### src/rtl/ram_lsu_pkg.sv
// Shared definitions for the RAM load/store unit and its in-memory-compute ALU.
package ram_lsu_pkg;

  localparam int unsigned ADDR_W = 7;
  localparam int unsigned DATA_W = 16;

  typedef enum logic [2:0] {
    OP_LOAD  = 3'd0,
    OP_STORE = 3'd1,
    OP_ADD   = 3'd2,
    OP_AND   = 3'd3,
    OP_OR    = 3'd4,
    OP_XOR   = 3'd5,
    OP_SWAP  = 3'd6,
    OP_NOP   = 3'd7
  } op_e;

  typedef enum logic [2:0] {
    S_IDLE,
    S_RD,
    S_CAP,
    S_WR,
    S_RSP
  } state_e;

endpackage

### src/rtl/ram_lsu_if.sv
// Request/response channels plus RAM data port; slave = LSU view, master = pipeline/RAM view.
interface ram_lsu_if;
  import ram_lsu_pkg::*;

  logic              req_valid;
  logic              req_ready;
  logic [2:0]        req_op;
  logic [ADDR_W-1:0] req_addr;
  logic [DATA_W-1:0] req_wdata;
  logic              rsp_valid;
  logic              rsp_ready;
  logic [DATA_W-1:0] rsp_data;
  logic              mem_we;
  logic [ADDR_W-1:0] mem_addr;
  logic [DATA_W-1:0] mem_wdata;
  logic [DATA_W-1:0] mem_rdata;

  modport slave (
    input  req_valid, req_op, req_addr, req_wdata, rsp_ready, mem_rdata,
    output req_ready, rsp_valid, rsp_data, mem_we, mem_addr, mem_wdata
  );

  modport master (
    output req_valid, req_op, req_addr, req_wdata, rsp_ready, mem_rdata,
    input  req_ready, rsp_valid, rsp_data, mem_we, mem_addr, mem_wdata
  );
endinterface

### src/rtl/ram_lsu_rmw_alu.sv
// Combinational read-modify-write datapath: new word from old word and operand.
module rmw_alu
  import ram_lsu_pkg::*;
(
  input  op_e               op_i,
  input  logic [DATA_W-1:0] old_i,
  input  logic [DATA_W-1:0] operand_i,
  output logic [DATA_W-1:0] result_o
);

  always_comb begin
    result_o = old_i;
    case (op_i)
      OP_ADD:  result_o = old_i + operand_i;
      OP_AND:  result_o = old_i & operand_i;
      OP_OR:   result_o = old_i | operand_i;
      OP_XOR:  result_o = old_i ^ operand_i;
      OP_SWAP: result_o = operand_i;
      default: result_o = old_i;
    endcase
  end

endmodule

### src/rtl/ram_lsu.sv
// Load/store unit on the RAM data port: single-word LOAD/STORE plus in-memory RMW/SWAP.
module ram_lsu
  import ram_lsu_pkg::*;
(
  input  logic     clk,
  input  logic     rst_n,
  ram_lsu_if.slave bus
);

  state_e            state_q, state_d;
  op_e               op_q, op_d;
  logic [ADDR_W-1:0] addr_q, addr_d;
  logic [DATA_W-1:0] opnd_q, opnd_d;
  logic [DATA_W-1:0] wdata_q, wdata_d;
  logic [DATA_W-1:0] rsp_q, rsp_d;
  logic [DATA_W-1:0] alu_res;

  rmw_alu u_alu (
    .op_i      (op_q),
    .old_i     (bus.mem_rdata),
    .operand_i (opnd_q),
    .result_o  (alu_res)
  );

  always_ff @(posedge clk or negedge rst_n) begin
    if (!rst_n) begin
      state_q <= S_IDLE;
      op_q    <= OP_NOP;
      addr_q  <= '0;
      opnd_q  <= '0;
      wdata_q <= '0;
      rsp_q   <= '0;
    end else begin
      state_q <= state_d;
      op_q    <= op_d;
      addr_q  <= addr_d;
      opnd_q  <= opnd_d;
      wdata_q <= wdata_d;
      rsp_q   <= rsp_d;
    end
  end

  // addr_q/wdata_q drive the RAM port directly, so they only move when an access needs them.
  always_comb begin
    state_d = state_q;
    op_d    = op_q;
    addr_d  = addr_q;
    opnd_d  = opnd_q;
    wdata_d = wdata_q;
    rsp_d   = rsp_q;
    case (state_q)
      S_IDLE: begin
        if (bus.req_valid) begin
          op_d = op_e'(bus.req_op);
          case (op_e'(bus.req_op))
            OP_NOP: state_d = S_IDLE;
            OP_STORE: begin
              addr_d  = bus.req_addr;
              wdata_d = bus.req_wdata;
              state_d = S_WR;
            end
            default: begin
              addr_d  = bus.req_addr;
              opnd_d  = bus.req_wdata;
              state_d = S_RD;
            end
          endcase
        end
      end
      S_RD: state_d = S_CAP;
      S_CAP: begin
        rsp_d = bus.mem_rdata;
        if (op_q == OP_LOAD) begin
          state_d = S_RSP;
        end else begin
          wdata_d = alu_res;
          state_d = S_WR;
        end
      end
      S_WR:  state_d = (op_q == OP_STORE) ? S_IDLE : S_RSP;
      S_RSP: if (bus.rsp_ready) state_d = S_IDLE;
      default: state_d = S_IDLE;
    endcase
  end

  assign bus.req_ready = (state_q == S_IDLE);
  assign bus.rsp_valid = (state_q == S_RSP);
  assign bus.rsp_data  = rsp_q;
  assign bus.mem_we    = (state_q == S_WR);
  assign bus.mem_addr  = addr_q;
  assign bus.mem_wdata = wdata_q;

endmodule

### src/flat_wrapper.sv
// flat-port wrapper written by rule: the top's interface ports become plain ports
module ram_lsu_flat import ram_lsu_pkg::*;
  (clk, rst_n, bus_req_valid, bus_req_op, bus_req_addr, bus_req_wdata, bus_rsp_ready, bus_mem_rdata, bus_req_ready, bus_rsp_valid, bus_rsp_data, bus_mem_we, bus_mem_addr, bus_mem_wdata);
  ram_lsu_if bus_i ();
  input  logic clk;
  input  logic rst_n;
  input wire logic [$bits(bus_i.req_valid)-1:0] bus_req_valid;
  input wire logic [$bits(bus_i.req_op)-1:0] bus_req_op;
  input wire logic [$bits(bus_i.req_addr)-1:0] bus_req_addr;
  input wire logic [$bits(bus_i.req_wdata)-1:0] bus_req_wdata;
  input wire logic [$bits(bus_i.rsp_ready)-1:0] bus_rsp_ready;
  input wire logic [$bits(bus_i.mem_rdata)-1:0] bus_mem_rdata;
  output wire logic [$bits(bus_i.req_ready)-1:0] bus_req_ready;
  output wire logic [$bits(bus_i.rsp_valid)-1:0] bus_rsp_valid;
  output wire logic [$bits(bus_i.rsp_data)-1:0] bus_rsp_data;
  output wire logic [$bits(bus_i.mem_we)-1:0] bus_mem_we;
  output wire logic [$bits(bus_i.mem_addr)-1:0] bus_mem_addr;
  output wire logic [$bits(bus_i.mem_wdata)-1:0] bus_mem_wdata;
  assign bus_i.req_valid = bus_req_valid;
  assign bus_i.req_op = bus_req_op;
  assign bus_i.req_addr = bus_req_addr;
  assign bus_i.req_wdata = bus_req_wdata;
  assign bus_i.rsp_ready = bus_rsp_ready;
  assign bus_i.mem_rdata = bus_mem_rdata;
  assign bus_req_ready = bus_i.req_ready;
  assign bus_rsp_valid = bus_i.rsp_valid;
  assign bus_rsp_data = bus_i.rsp_data;
  assign bus_mem_we = bus_i.mem_we;
  assign bus_mem_addr = bus_i.mem_addr;
  assign bus_mem_wdata = bus_i.mem_wdata;
  ram_lsu u_core (.clk(clk), .rst_n(rst_n), .bus(bus_i));
endmodule
### config.mk
export PLATFORM = sky130hd
export DESIGN_NAME = ram_lsu_flat
export DESIGN_NICKNAME = d
export VERILOG_FILES = /design/src/rtl/ram_lsu_pkg.sv /design/src/rtl/ram_lsu_if.sv /design/src/rtl/ram_lsu_rmw_alu.sv /design/src/rtl/ram_lsu.sv /design/src/flat_wrapper.sv
export SDC_FILE = /design/constraint.sdc
export NUM_CORES = 1
export LEC_CHECK = 0
export BUFFER_PORTS_ARGS = -buffer_cell sky130_fd_sc_hd__buf_2
export CAP_MARGIN = 20
export CORE_MARGIN = 3
export CORE_UTILIZATION = 56
export DETAILED_ROUTE_END_ITERATION = 8
export PLACE_DENSITY_LB_ADDON = 0.15
export SETUP_SLACK_MARGIN = 0.4
export SYNTH_ARGS = -nofsm -noshare
export SYNTH_HDL_FRONTEND = slang
export SYNTH_SLANG_ARGS = --single-unit
### constraint.sdc
create_clock -name clk -period 2.6 [get_ports clk]
set_input_delay 0.26 -clock clk [delete_from_list [all_inputs] [get_ports clk]]
set_output_delay 0.26 -clock clk [all_outputs]
set_load 0.005 [all_outputs]
==> impl_metrics.tcl <==
set metrics [dict create \
    synth_top_area_cell "dfrtp_1" \
    drive_gt1_frac 0.2903 \
    p_total_w 0.006787 \
    clockBufferDepth 2 \
    p_clk_frac 0.120 \
    portBuffers 87 \
    sw_frac_of_total 0.4549 \
    drt-total-wl_microns 11990 \
    fmax_mhz 453.7 \
    row_count 31 \
    synth_area_leaders "dfrtp_1 (33%), ha_1 (9.1%), mux2_2 (6.2%), o21ai_0 (5.5%), nand2_1 (4.5%)" \
    pwr-share-seq 0.274 \
    leakagePower_nw 2.514 \
    setup_viol 0 \
    io_pins 88 \
    synth_edf_count 0 \
    irDropWorstVdd_mv 0.6992 \
    multi_input_area_sq_um 2625 \
    hpwl_microns 8686 \
    powerDensity_nw_per_um2 1291 \
    fin_util 0.7097 \
    seq_area_frac_synth 0.3486 \
    drt_iter0_markers 358 \
    first_pass_iters 5 \
    combPwrFrac 0.606 \
    die_h_microns 94.53 \
    fin_crit_ps 2204 \
    rsz0062_at_grt "yes" \
    clock_sinks 61 \
    synth_cells 501 \
    yosys.area.top_type_share 0.3307 \
    die_x_microns 94.53 \
    synth_top_flop_cell "dfrtp_1" \
    synth-seq-cells 61 \
    grt_max_degree 40 \
    critical_path_class "reg -> reg" \
    clk_latency_ps 350 \
    regArea_sq_um 1534 \
    hp-start "bus_req_op[0]" \
    timing.rr.end "u_core.bus.mem_wdata[10]" \
    finalSetupTns_ps 0 \
    cpMaxStageDelayCell "dfrtp_1" \
    antenna_found_initial 0 \
    critPathBufInv 2 \
    min_delay_path_depth 3 \
    synth_nets 580 \
    area_growth_pct 19.78 \
    skew_ps 10.68 \
    dp.cells 672 \
    dieArea_sq_um 8936 \
    cp-end-kind "flop" \
    syn_area_sq_um 4389 \
    core_sq_um 7408 \
    crit_path_start_kind "flop" \
    avgViaCountPerCell 6.045 \
    drtAntennaViolNets 0 \
    synth-async-reset-ratio 1.000 \
    intPower_w 0.003699 \
    root_buffer "clkbuf_8" \
    hold_violations 0 \
    max_stage_delay_ps 390 \
    synth_cell_types 66 \
    fillCellCount 616 \
    route.detailed.drc 0 \
    cp_cell_sequence "ha_2 > fa_2 > a21oi_2 > o211a_1 > buf_6 > buf_6 > nor3_2 > nor2_1 > xor2_1 > o211ai_1" \
    holdPathEnd "u_core.op_q[0]" \
    cts_buffers 9 \
    path_common_cell "buf_6" \
    netSwitchingPower_w 0.003087 \
    crit_start "u_core.opnd_q[0]" \
    grt_pass1_vias 3948 \
    diodes 0 \
    worst_pin_slew_ps 597.7 \
    hold_path.class "in -> reg" \
    yosysWarnings 0 \
    cpLargestDelayFamily "adder cells" \
    cts_tree "built" \
    worstPathMaxFanout 3 \
    max-slew-margin-rel 0.6016 \
    drv_cap 0 \
    cts.clk_slew.worst_paths_ps 70 \
    r2r_start "u_core.opnd_q[0]" \
    grt.total_usage 0.2746 \
    final_cells 695 \
    final_nets 671 \
    grt_overflow 0 \
    start_util 0.5925 \
    grt_pass1_wl_microns 19020 \
    finalCritPeriodShare 0.8477 \
    gp_congestion 0.9582 \
    worstRegToRegCells 10 \
    reg2reg_slack_ps 400 \
    wl_per_cell_microns 17.25 \
    arrival_ps 2410 \
    status "finished, final reports clean" \
    htreeDepth 3 \
    required_ps 2810 \
    via_count 4201 \
    slew_violations 0 \
    avgSynthCellArea_sq_um 8.761 \
]
==> layout by cell type, fill, tap and decap left out, types with 4 or more instances in the layout <==
| cell | synthesis | final |
|---|---|---|
| nand2b_1 | 4 | 4 |
| nor3_1 | 7 | 6 |
| dfrtp_1 | 58 | 58 |
| nor2_1 | 31 | 31 |
| mux2i_1 | 10 | 10 |
| a211oi_1 | 7 | 6 |
| a31oi_1 | 5 | 5 |
| o21ai_0 | 48 | 46 |
| nand3_1 | 9 | 9 |
| buf_2 | 6 | 87 |
| mux2_2 | 24 | 24 |
| o21ai_1 | 2 | 4 |
| clkbuf_8 | 0 | 9 |
| a221oi_1 | 5 | 5 |
| o211ai_1 | 13 | 13 |
| a21oi_1 | 38 | 35 |
| inv_1 | 46 | 46 |
| xor2_1 | 8 | 8 |
| buf_4 | 0 | 19 |
| nor2b_1 | 6 | 6 |
| nand2_1 | 53 | 53 |
| ha_1 | 32 | 29 |
==> layer usage <==
metal | track usage | vias up | wire length (microns)
met5 | 0 | - | 0
met1 | 0.3770 | 2016 | 5312
met3 | 0.05259 | 22 | 949
met4 | 0.1022 | 0 | 158
li1 | - | 1956 | -
met2 | 0.4314 | 207 | 5567
==> flip-flops by register name (all words and copies together), names as in the netlist <==
register              flops
u_core.state_q            3
u_core.bus.mem_addr       7
u_core.op_q               3
u_core.bus.rsp_data      16
u_core.opnd_q            16
u_core.bus.mem_wdata     16
==> worst reg2reg max path, cell delays in order (launching register included) <==
cell and delay [ps]:
dfrtp_1 390, ha_2 200, fa_2 360, a21oi_2 160
o211a_1 240, buf_6 130, buf_6 90, nor3_2 40
nor2_1 160, xor2_1 200, o211ai_1 130
==> power by group through the flow <==
stage | clock network [W] | registers [W] | logic [W]
2_1_floorplan | 0 | 0.00179 | 0.00271
3_3_place_gp | 0 | 0.00185 | 0.00370
3_5_place_dp | 0 | 0.00187 | 0.00379
4_1_cts | 0.000825 | 0.00184 | 0.00393
5_1_grt | 0.000872 | 0.00193 | 0.00454
6_report | 0.000817 | 0.00186 | 0.00411
==> logic make-up after synthesis <==
group,Yosys count,synth area share
xor gates and xnor gates,9,0.01796
muxes,36,0.09464
AOI/OAI and AO/OA,152,0.2232
DFF,61,0.3486
adders and majority gates,33,0.09578
buffers and inverters,76,0.07013
and+or+nand+nor,134,0.1497
==> per-stage QoR <==
stage               setup slack (ps)  hold WS, ps  area (sq um)
finish                         395.9        132.6          5258
global route                   300.3        141.8          5258
CTS                            375.1        123.4          5179
detailed placement             197.4        300.1          4926
global placement               260.4        291.5          4926
floorplan                      408.3       -35.59          4389
==> final cells by class <==
type                            count  area share
Clock buffer                       10     0.02427
Clock inverter                      5    0.009995
Timing Repair Buffer              110      0.1183
Sequential cell                    61      0.2918
Multi-Input combinational cell    364      0.4993
Inverter                           46     0.03284
Tap cell                           99     0.02356
==> cells in the mapped netlist, drive strengths merged (8+ instances only) <==
cell type / number
o211ai: 13
o21ai: 51
nand3: 10
nand2: 53
mux2i: 10
dfrtp: 58
buf: 11
mux2: 24
a21oi: 39
nor2: 32
xor2: 8
inv: 46
ha: 32
clkbuf: 19
==> worst max-delay path by stage <==
stage                                           to  slack (ps)  depth (start not counted)
after global routing      u_core.bus.mem_wdata[11]         300                          7
after global placement    u_core.bus.mem_wdata[14]         260                          9
final                     u_core.bus.mem_wdata[10]         400                         10
after detailed placement  u_core.bus.mem_wdata[14]         200                          8
after floorplan           u_core.bus.mem_wdata[14]         410                          8
after CTS                 u_core.bus.mem_wdata[12]         380                          8
==> repair_timing <==
item                                    in CTS  in global routing
endpoints found under the setup margin       8                 10
pin swaps                                    6                  7
gates resized for setup                      5                 16
endpoints found under the hold margin       24                  0
buffers inserted                             6                  1
hold buffers                                 1                  0
Power figures use the tool's default switching activity.
